--- src/rtl/piso_serializer.sv ---
// Parallel-in/serial-out converter with a valid/ready load side, a one-word
// hold buffer so frames stream back-to-back, and a serial-side stall (S_EN).
// Outputs are registered. P_READY only reflects whether the hold buffer is empty.
module piso_serializer #(
    parameter int WIDTH     = 32,
    parameter bit MSB_FIRST = 1'b1
) (
    input  logic             CLK,
    input  logic             RESET,
    input  logic [WIDTH-1:0] P_IN,
    input  logic             P_VALID,
    output logic             P_READY,
    input  logic             S_EN,
    output logic             S_OUT,
    output logic             S_VALID,
    output logic             S_LAST
);

    localparam int CW = $clog2(WIDTH);
    localparam logic [CW-1:0] LAST_IDX = CW'(WIDTH - 1);

    typedef enum logic {
        IDLE  = 1'b0,
        SHIFT = 1'b1
    } state_t;

    state_t           state;
    logic [WIDTH-1:0] shreg;
    logic [WIDTH-1:0] hold_q;
    logic             hold_full;
    logic [CW-1:0]    cnt;

    logic accept;
    logic consume;
    logic last_consume;

    // Handshake qualifiers; P_READY has no bypass around a full hold buffer.
    always_comb begin
        P_READY      = ~hold_full;
        accept       = P_VALID & ~hold_full;
        consume      = S_VALID & S_EN;
        last_consume = consume & (cnt == LAST_IDX);
    end

    function automatic logic first_bit(input logic [WIDTH-1:0] w);
        return MSB_FIRST ? w[WIDTH-1] : w[0];
    endfunction

    function automatic logic [WIDTH-1:0] shifted(input logic [WIDTH-1:0] w);
        return MSB_FIRST ? {w[WIDTH-2:0], 1'b0} : {1'b0, w[WIDTH-1:1]};
    endfunction

    // Frame FSM: loads words (directly or from hold), shifts on consume, registers outputs.
    always_ff @(posedge CLK or posedge RESET) begin
        if (RESET) begin
            state     <= IDLE;
            shreg     <= '0;
            hold_q    <= '0;
            hold_full <= 1'b0;
            cnt       <= '0;
            S_OUT     <= 1'b0;
            S_VALID   <= 1'b0;
            S_LAST    <= 1'b0;
        end else begin
            case (state)
                IDLE: begin
                    if (accept) begin
                        state   <= SHIFT;
                        shreg   <= P_IN;
                        cnt     <= '0;
                        S_OUT   <= first_bit(P_IN);
                        S_VALID <= 1'b1;
                        S_LAST  <= 1'b0;
                    end
                end
                SHIFT: begin
                    if (last_consume) begin
                        if (hold_full) begin
                            // Zero-gap handoff: the buffered word becomes the next frame.
                            shreg     <= hold_q;
                            hold_full <= 1'b0;
                            cnt       <= '0;
                            S_OUT     <= first_bit(hold_q);
                            S_LAST    <= 1'b0;
                        end else if (accept) begin
                            shreg  <= P_IN;
                            cnt    <= '0;
                            S_OUT  <= first_bit(P_IN);
                            S_LAST <= 1'b0;
                        end else begin
                            state   <= IDLE;
                            cnt     <= '0;
                            S_OUT   <= 1'b0;
                            S_VALID <= 1'b0;
                            S_LAST  <= 1'b0;
                        end
                    end else begin
                        if (consume) begin
                            shreg  <= shifted(shreg);
                            cnt    <= cnt + CW'(1);
                            S_OUT  <= MSB_FIRST ? shreg[WIDTH-2] : shreg[1];
                            S_LAST <= ((cnt + CW'(1)) == LAST_IDX);
                        end
                        if (accept) begin
                            hold_q    <= P_IN;
                            hold_full <= 1'b1;
                        end
                    end
                end
                default: state <= IDLE;
            endcase
        end
    end

endmodule
--- config.mk ---
export PLATFORM = sky130hd
export DESIGN_NAME = piso_serializer
export DESIGN_NICKNAME = d
export VERILOG_FILES = /design/src/rtl/piso_serializer.sv
export SDC_FILE = /design/constraint.sdc
export NUM_CORES = 1
export LEC_CHECK = 0
export CAP_MARGIN = 25
export CORE_MARGIN = 3
export CORE_UTILIZATION = 57
export CTS_CLUSTER_SIZE = 10
export DETAILED_ROUTE_END_ITERATION = 10
export PLACE_DENSITY = 0.8
export SYNTH_ARGS = -nofsm -noshare
export SYNTH_HDL_FRONTEND = slang
export SYNTH_SLANG_ARGS = --single-unit
--- constraint.sdc ---
create_clock -name CLK -period 3.5 [get_ports CLK]
set_clock_uncertainty 0.05 [all_clocks]
set_input_delay 0.875 -clock CLK [delete_from_list [all_inputs] [get_ports CLK]]
set_output_delay 0.875 -clock CLK [all_outputs]
set_load 0.02 [all_outputs]
==> results of run 1 <==
==> synth_stat cells (2+ instances only) <==
library cell	number	area (um^2)
nand2_1	105	394
dfrtp_1	73	1830
a21oi_1	30	150
mux2_4	29	435
o21ai_0	22	110
a221o_1	19	190
nand3b_1	18	135
inv_1	16	60.1
clkbuf_1	12	45.0
a22o_1	10	87.6
o22a_1	10	87.6
buf_2	9	45.0
nor2_1	4	15.0
buf_12	3	60.1
buf_6	3	33.8
ha_1	3	37.5
mux2_2	3	33.8
nand3_1	3	15.0
and2_1	2	12.5
buf_1	2	7.51
buf_4	2	15.0
mux2i_1	2	20.0
nand2b_1	2	12.5
nand4_1	2	12.5
o21a_1	2	15.0
xor2_1	2	17.5
==> power by group <==
group / leakage, uW / switching [uW] / internal, uW
Sequential: 0.000883 / 232 / 1150
Combinational: 0.00111 / 291 / 467
Clock: 0.000115 / 319 / 438
Total: 0.00211 / 841 / 2060
==> routing by layer <==
layer,vias up,track usage (%),routed length (um)
met1,1573,34.5,3960
met4,0,7.17,99
met5,-,0,0
li1,1469,-,-
met3,12,6.75,637
met2,126,38.2,4310
==> through the flow <==
step / cell area [um^2] / setup WS [ns] / total power, uW
floorplan: 3990 / 0.722 / 1940
global placement: 4380 / 0.653 / 2100
detailed placement: 4380 / 0.585 / 2140
CTS: 4610 / 0.897 / 2910
global route: 4610 / 0.717 / 3070
finish: 4610 / 0.870 / 2900
==> registers in the layout (all words and copies together) (netlist names) <==
signal and cells:
cnt 5, state 1, shreg 31, S_LAST 1
hold_q 32, S_VALID 1, hold_full 1, S_OUT 1
==> logic make-up after synthesis <==
group / count (synthesis)
fa+ha+maj: 3
compound gates: 101
buf+inv: 47
flops: 73
simple gates: 142
mux: 34
xor+xnor: 2
==> cell type report <==
class | instances | area (um^2) | area share [%]
clock buffers | 11 | 151 | 3.28
repair buffers | 51 | 480 | 10.4
multi-input cells | 282 | 1900 | 41.2
inverters | 16 | 60.1 | 1.30
flip-flops and latches | 73 | 1830 | 39.6
clock inverters | 5 | 77.6 | 1.68
well taps | 93 | 116 | 2.52
==> worst max path at each step <==
stage | start | end | depth (start not counted)
after floorplan | RESET | S_LAST | 1
after global placement | S_EN | shreg[9] | 6
after detailed placement | S_EN | shreg[11] | 6
after CTS | cnt[0] | shreg[11] | 8
after global routing | cnt[0] | shreg[12] | 9
final | cnt[0] | shreg[11] | 8
==> tightest hold or removal path, stage by stage (launching register included) <==
cell and delay, ns:
dfrtp_1 0.35, nand2_1 0.05, o21ai_0 0.06
==> key figures, run 1 <==
Cells and area
  – Layout Nets: 472
  – Commonest non-fill, non-tap cell in the layout: nand2_1
  – Most frequent cells in the layout: nand2_1, dfrtp_1, clkdlybuf4s50_1
  – Layout cells sized above 1: 15.1%
  – Diodes inserted: 0
  – Post-Layout Cell Count: 531
  – Area grow syn2layout: 15.6%
  – Final Core Density: 70.2%
  – Number of fill cells in the layout: 506

Worst setup path
  – Worst Path Arrival: about 2.8 ns
  – Worst Path Buf+Inv: 1
  – Slowest stage delay, CP: around 0.73 ns
  – R2r setup slk: 0.87 ns
  – Worst Path Required: about 3.7 ns
  – R2R Path Start: cnt[0]
  – CP dominant cell by count: ha_1
  – WS Path Type: flop to flop
  – Critical path capture point type: flop
  – R2R depth: 8
  – Slowest stage cell, crit path: o21a_1
  – RR Endpoint: shreg[11]
  – Delay-heaviest family, CP: compound AO/OA/AOI/OAI gates
  – Cell Chain, Critical Path: ha_1 -> and3_1 -> ha_1 -> nand3_2 -> o21a_1 -> buf_4 -> a21oi_1 -> o22a_1
  – CP Launch Type: flop
  – Crit-path max FO: 23

Status
  – Status: complete, no violations

Global routing
  – Vias in the first global route: 3,193
  – Largest net degree at the start of global routing: 34
  – Overall Global Routing Usage: 24.8%
  – Global route total overflow: 0
  – Initial antenna violation count: 0
  – First-pass GRT wire length: 15,500 um

Hold path
  – Hold WC Path Type: flop to flop
  – Worst Hold End: S_LAST
  – Hold Path Depth: 2
  – HP Start: S_LAST

Timing
  – Final Max Tran Viols: 0
  – Tmin final: 2.63 ns
  – Highest Clock Rate: 380 MHz
  – Slew HR: between 30% and 40%
  – Hold slack final: 0.437 ns
  – RSZ-0062 raised after global routing: no
  – Final Hold Vio Count: 0
  – Fin Setup TNS: 0 ns
  – Slew @ Worst Pin: 0.916 ns
  – Setup Viol. Count Final: 0
  – Final Cycle Share: approximately 75%

Clock tree
  – Clk buf depth: 2
  – CTS resizes: 0
  – Worst skew pair latency: approximately 0.35 ns
  – CTS sink cnt: 73
  – CTS Buf Count: 9
  – Clk Tree Root Cell: clkbuf_8
  – H-Tree Depth: 3
  – TritonCTS clock tree: built
  – Setup Buffers After CTS: 0
  – Worst-path clk slew: 0.08 ns
  – # hold bufs at CTS: 0

Floorplanning
  – DIE AREA: 8040 um^2
  – Die height: 89.7 um
  – I/O pins: 40
  – Core ar.: 6570 um^2
  – Die X: 89.7 um
  – Row count: 29
  – Initial Util: 60.8%

Power
  – Peak supply drop: slightly below 0.4 mV
  – P_leak: 0.00211 uW
  – Pwr per Cell Area: approximately 630 nW/um^2

Place
  – Post-DP HPWL: around 5700 um
  – Routability congestion estimate from global placement: 0.822
  – Post-Place Cells: 515
  – Buffers on Ports: 39

Synthesis
  – Synth Flop Type: dfrtp_1
  – Post-synth ARST share: 100%
  – EDFF count, synth: 0
  – Ys Warns: 0
  – Post-synthesis adder-cell area fraction: 0.940%
  – Post-synthesis sequential area ratio: a little under half
  – Syn avg cell area: approximately 9.9 um^2
  – Post-synthesis instance total: approximately 400
  – Unique masters post-synth: 40
  – Post-synth net total: 441
  – Post-synthesis register bit count: 73
  – Mapped Area: 3990 um^2
  – Largest family of logic cells by synthesized area: compound AO/OA/AOI/OAI gates
  – Simple-Gate Fraction of Synth Area: approximately 16%
  – Xor and xnor fraction of the mapped netlist area: 0.439%
  – Compound-cell area share of the yosys netlist: 17.7%
  – Post-synthesis mux area share: 12.3%

Route
  – Starting DRT DRC Count: roughly 280
  – DR vias: 3,180
  – Antenna Nets Post-Route: 0
  – Wire per inst: ~17 um
  – Vias/cell: 5.99
  – First drt pass iteration count: 4
  – Post-Route WL: 9010 um
  – DRC: 0

Job
  – Max Cap Viol: 0
Note: power is estimated with default switching activity, not from simulation.
==> inputs of run 2 (changes only) <==
==> constraint.sdc (replaced) <==
create_clock -name CLK -period 2.7 [get_ports CLK]
set_clock_uncertainty 0.05 [all_clocks]
set_input_delay 0.675 -clock CLK [delete_from_list [all_inputs] [get_ports CLK]]
set_output_delay 0.675 -clock CLK [all_outputs]
set_load 0.02 [all_outputs]
==> key figures, run 2 (synthesis gave the netlist of run 1 again) <==
Global routing
  – Largest net degree at the start of global routing: 33 (was 34)
  – Initial antenna violation count: 0 (unchanged)
  – M2 GR Usage: 40.6% (was 38.2%)
  – Overall Global Routing Usage: 24.7% (was 24.8%)
  – GR peak layer: met2 (unchanged)
  – First-pass GRT wire length: 15,100 um (was 15,500 um)
  – Vias in the first global route: 3,147 (was 3,193)
  – GRT met3 Usage: 6.93% (was 6.75%)
  – Global route total overflow: 0 (unchanged)
  – GRT met1 Usage: 32.4% (was 34.5%)

Power
  – Sequential share of power: 49.2% (was 47.7%)
  – P_leak: 0.00214 uW (was 0.00211 uW)
  – Pwr per Cell Area: 778 nW/um^2 (was 628 nW/um^2)
  – Sw frac: 29.5% (was 29.0%)
  – Clock power frac: 23.2% (was 26.1%)
  – Peak supply drop: 0.459 mV (was 0.396 mV)
  – Internal power: 2570 uW (was 2060 uW)
  – P_sw: 1080 uW (was 841 uW)
  – Gate power share: 27.6% (was 26.1%)

Place
  – Buffers on Ports: 39 (unchanged)
  – Post-DP HPWL: 5960 um (was 5690 um)
  – Placed cell area: 4490 um^2 (was 4380 um^2)
  – Routability congestion estimate from global placement: 0.773 (was 0.822)

Cells and area
  – Layout cells sized above 1: 15.5% (was 15.1%)
  – Commonest non-fill, non-tap cell in the layout: nand2_1 (unchanged)
  – Most frequent cells in the layout: nand2_1, dfrtp_1, clkdlybuf4s50_1 (unchanged)
  – Top Registers: hold_q x32, shreg x31, cnt x5 (unchanged)
  – Top reg by flops: hold_q (unchanged)
  – Max reg flops: 32 (unchanged)
  – Area grow syn2layout: 17.3% (was 15.6%)
  – Layout Nets: 478 (was 472)
  – Cell area after layout: 4680 um^2 (was 4610 um^2)
  – Number of fill cells in the layout: 500 (was 506)
  – Diodes inserted: 0 (unchanged)

Worst setup path
  – Critical path capture point type: output port (was flop)
  – Worst Path Arrival: 1.65 ns (was 2.81 ns)
  – Crit-path max FO: 10 (was 23)
  – R2r setup slk: 0.39 ns (was 0.87 ns)
  – Setup crit start: hold_full (was cnt[0])
  – CP Launch Type: flop (unchanged)
  – WS Path Type: flop to output port (was flop to flop)
  – R2R Path Start: cnt[0] (unchanged)
  – Worst Path Required: 1.98 ns (was 3.68 ns)

Route
  – DRC: 0 (unchanged)
  – Starting DRT DRC Count: 212 (was 277)
  – DR vias: 3,156 (was 3,180)
  – First drt pass iteration count: 4 (unchanged)
  – Post-Route WL: 9060 um (was 9010 um)
  – Vias/cell: 5.88 (was 5.99)
  – Antenna Nets Post-Route: 0 (unchanged)
  – Wire per inst: 16.9 um (was 17.0 um)

Floorplanning
  – I/O pins: 40 (unchanged)
  – Row count: 29 (unchanged)
  – Die X: 89.7 um (unchanged)
  – Die height: 89.7 um (unchanged)
  – DIE AREA: 8040 um^2 (unchanged)
  – Initial Util: 60.8% (unchanged)
  – Core ar.: 6570 um^2 (unchanged)

Timing
  – Final Hold Vio Count: 0 (unchanged)
  – RSZ-0062 raised after global routing: no (unchanged)
  – Slew @ Worst Pin: 0.537 ns (was 0.916 ns)
  – Setup Viol. Count Final: 0 (unchanged)
  – Final Cycle Share: between 80 and 90%
  – Fin Setup TNS: 0 ns (unchanged)
  – Slew HR: 64.1% (was 38.9%)
  – Tmin final: ~2.4 ns
  – Final Max Tran Viols: 0 (unchanged)
  – Highest Clock Rate: between 400 and 500 MHz

Clock tree
  – # hold bufs at CTS: 0 (unchanged)
  – TritonCTS clock tree: built (unchanged)
  – H-Tree Depth: 3 (unchanged)
  – CTS resizes: 0 (unchanged)
  – Clk buf depth: 2 (unchanged)
  – Worst skew pair latency: 0.36 ns (was 0.35 ns)
  – CTS Buf Count: 9 (unchanged)
  – Setup Buffers After CTS: 0 (unchanged)
  – CTS sink cnt: 73 (unchanged)
  – Worst-path clk slew: 0.07 ns (was 0.08 ns)
  – Clk Tree Root Cell: clkbuf_8 (unchanged)

Status
  – Status: complete, no violations (unchanged)

Job
  – Max Cap Viol: 0 (unchanged)

Hold path
  – HP Start: S_LAST (unchanged)
  – Hold WC Path Type: flop to flop (unchanged)
==> run 2: cell types whose count changed in the layout (fill, tap and decap cells not counted), sizes merged <==
cell,delta
buf,+6
clkbuf,+2
bufinv,-1
clkinvlp,-1
==> run 2: power by group through the flow <==
stage	combinational, uW	sequential [uW]	clock (uW)
floorplan	815	1700	0
global placement	958	1780	0
detailed placement	1010	1790	0
CTS	1010	1790	867
global route	1110	1840	914
finish	1000	1790	846
==> run 2: cell type report <==
class / count / area, um^2 / share of cell area (%)
Clock buffer: 13 / 149 / 3.18
Clock inverter: 3 / 40.0 / 0.855
Inverter: 16 / 60.1 / 1.28
Multi-Input combinational cell: 282 / 1900 / 40.6
Sequential cell: 73 / 1830 / 39.0
Tap cell: 93 / 116 / 2.49
Timing Repair Buffer: 57 / 588 / 12.6
==> run 2: worst paths after layout <==
kind | cells past startpoint | endpoint
max | 2 | P_READY
max in group asynchronous | 3 | cnt[3]
min reg2reg | 2 | S_LAST
max reg2reg | 8 | shreg[28]
min in group asynchronous | 2 | shreg[24]
min | 2 | S_LAST
==> run 2: worst max-delay path, cell delays in order, from the launching register on <==
cell             delay [ns]
dfrtp_1                0.49
inv_1                  0.18
clkdlybuf4s50_1        0.63
==> run 2: through the flow <==
| step | cells | power [uW] | hold slack, ns | util (%) | setup WS (ns) |
|---|---|---|---|---|---|
| floorplan | 402 | 2520 | 0.402 | - | 0.122 |
| global placement | 521 | 2740 | 0.413 | 68.4 | 0.249 |
| detailed placement | 521 | 2810 | 0.427 | 68.4 | 0.202 |
| CTS | 537 | 3670 | 0.444 | 71.3 | 0.323 |
| global route | 537 | 3860 | 0.477 | 71.3 | 0.237 |
| finish | 537 | 3640 | 0.435 | 71.3 | 0.327 |
==> run 2: per-layer routing <==
| layer | up-vias | routed length [um] |
|---|---|---|
| met2 | 139 | 4220 |
| met3 | 7 | 736 |
| li1 | 1481 | - |
| met4 | 0 | 86 |
| met1 | 1529 | 4010 |
| met5 | - | 0 |
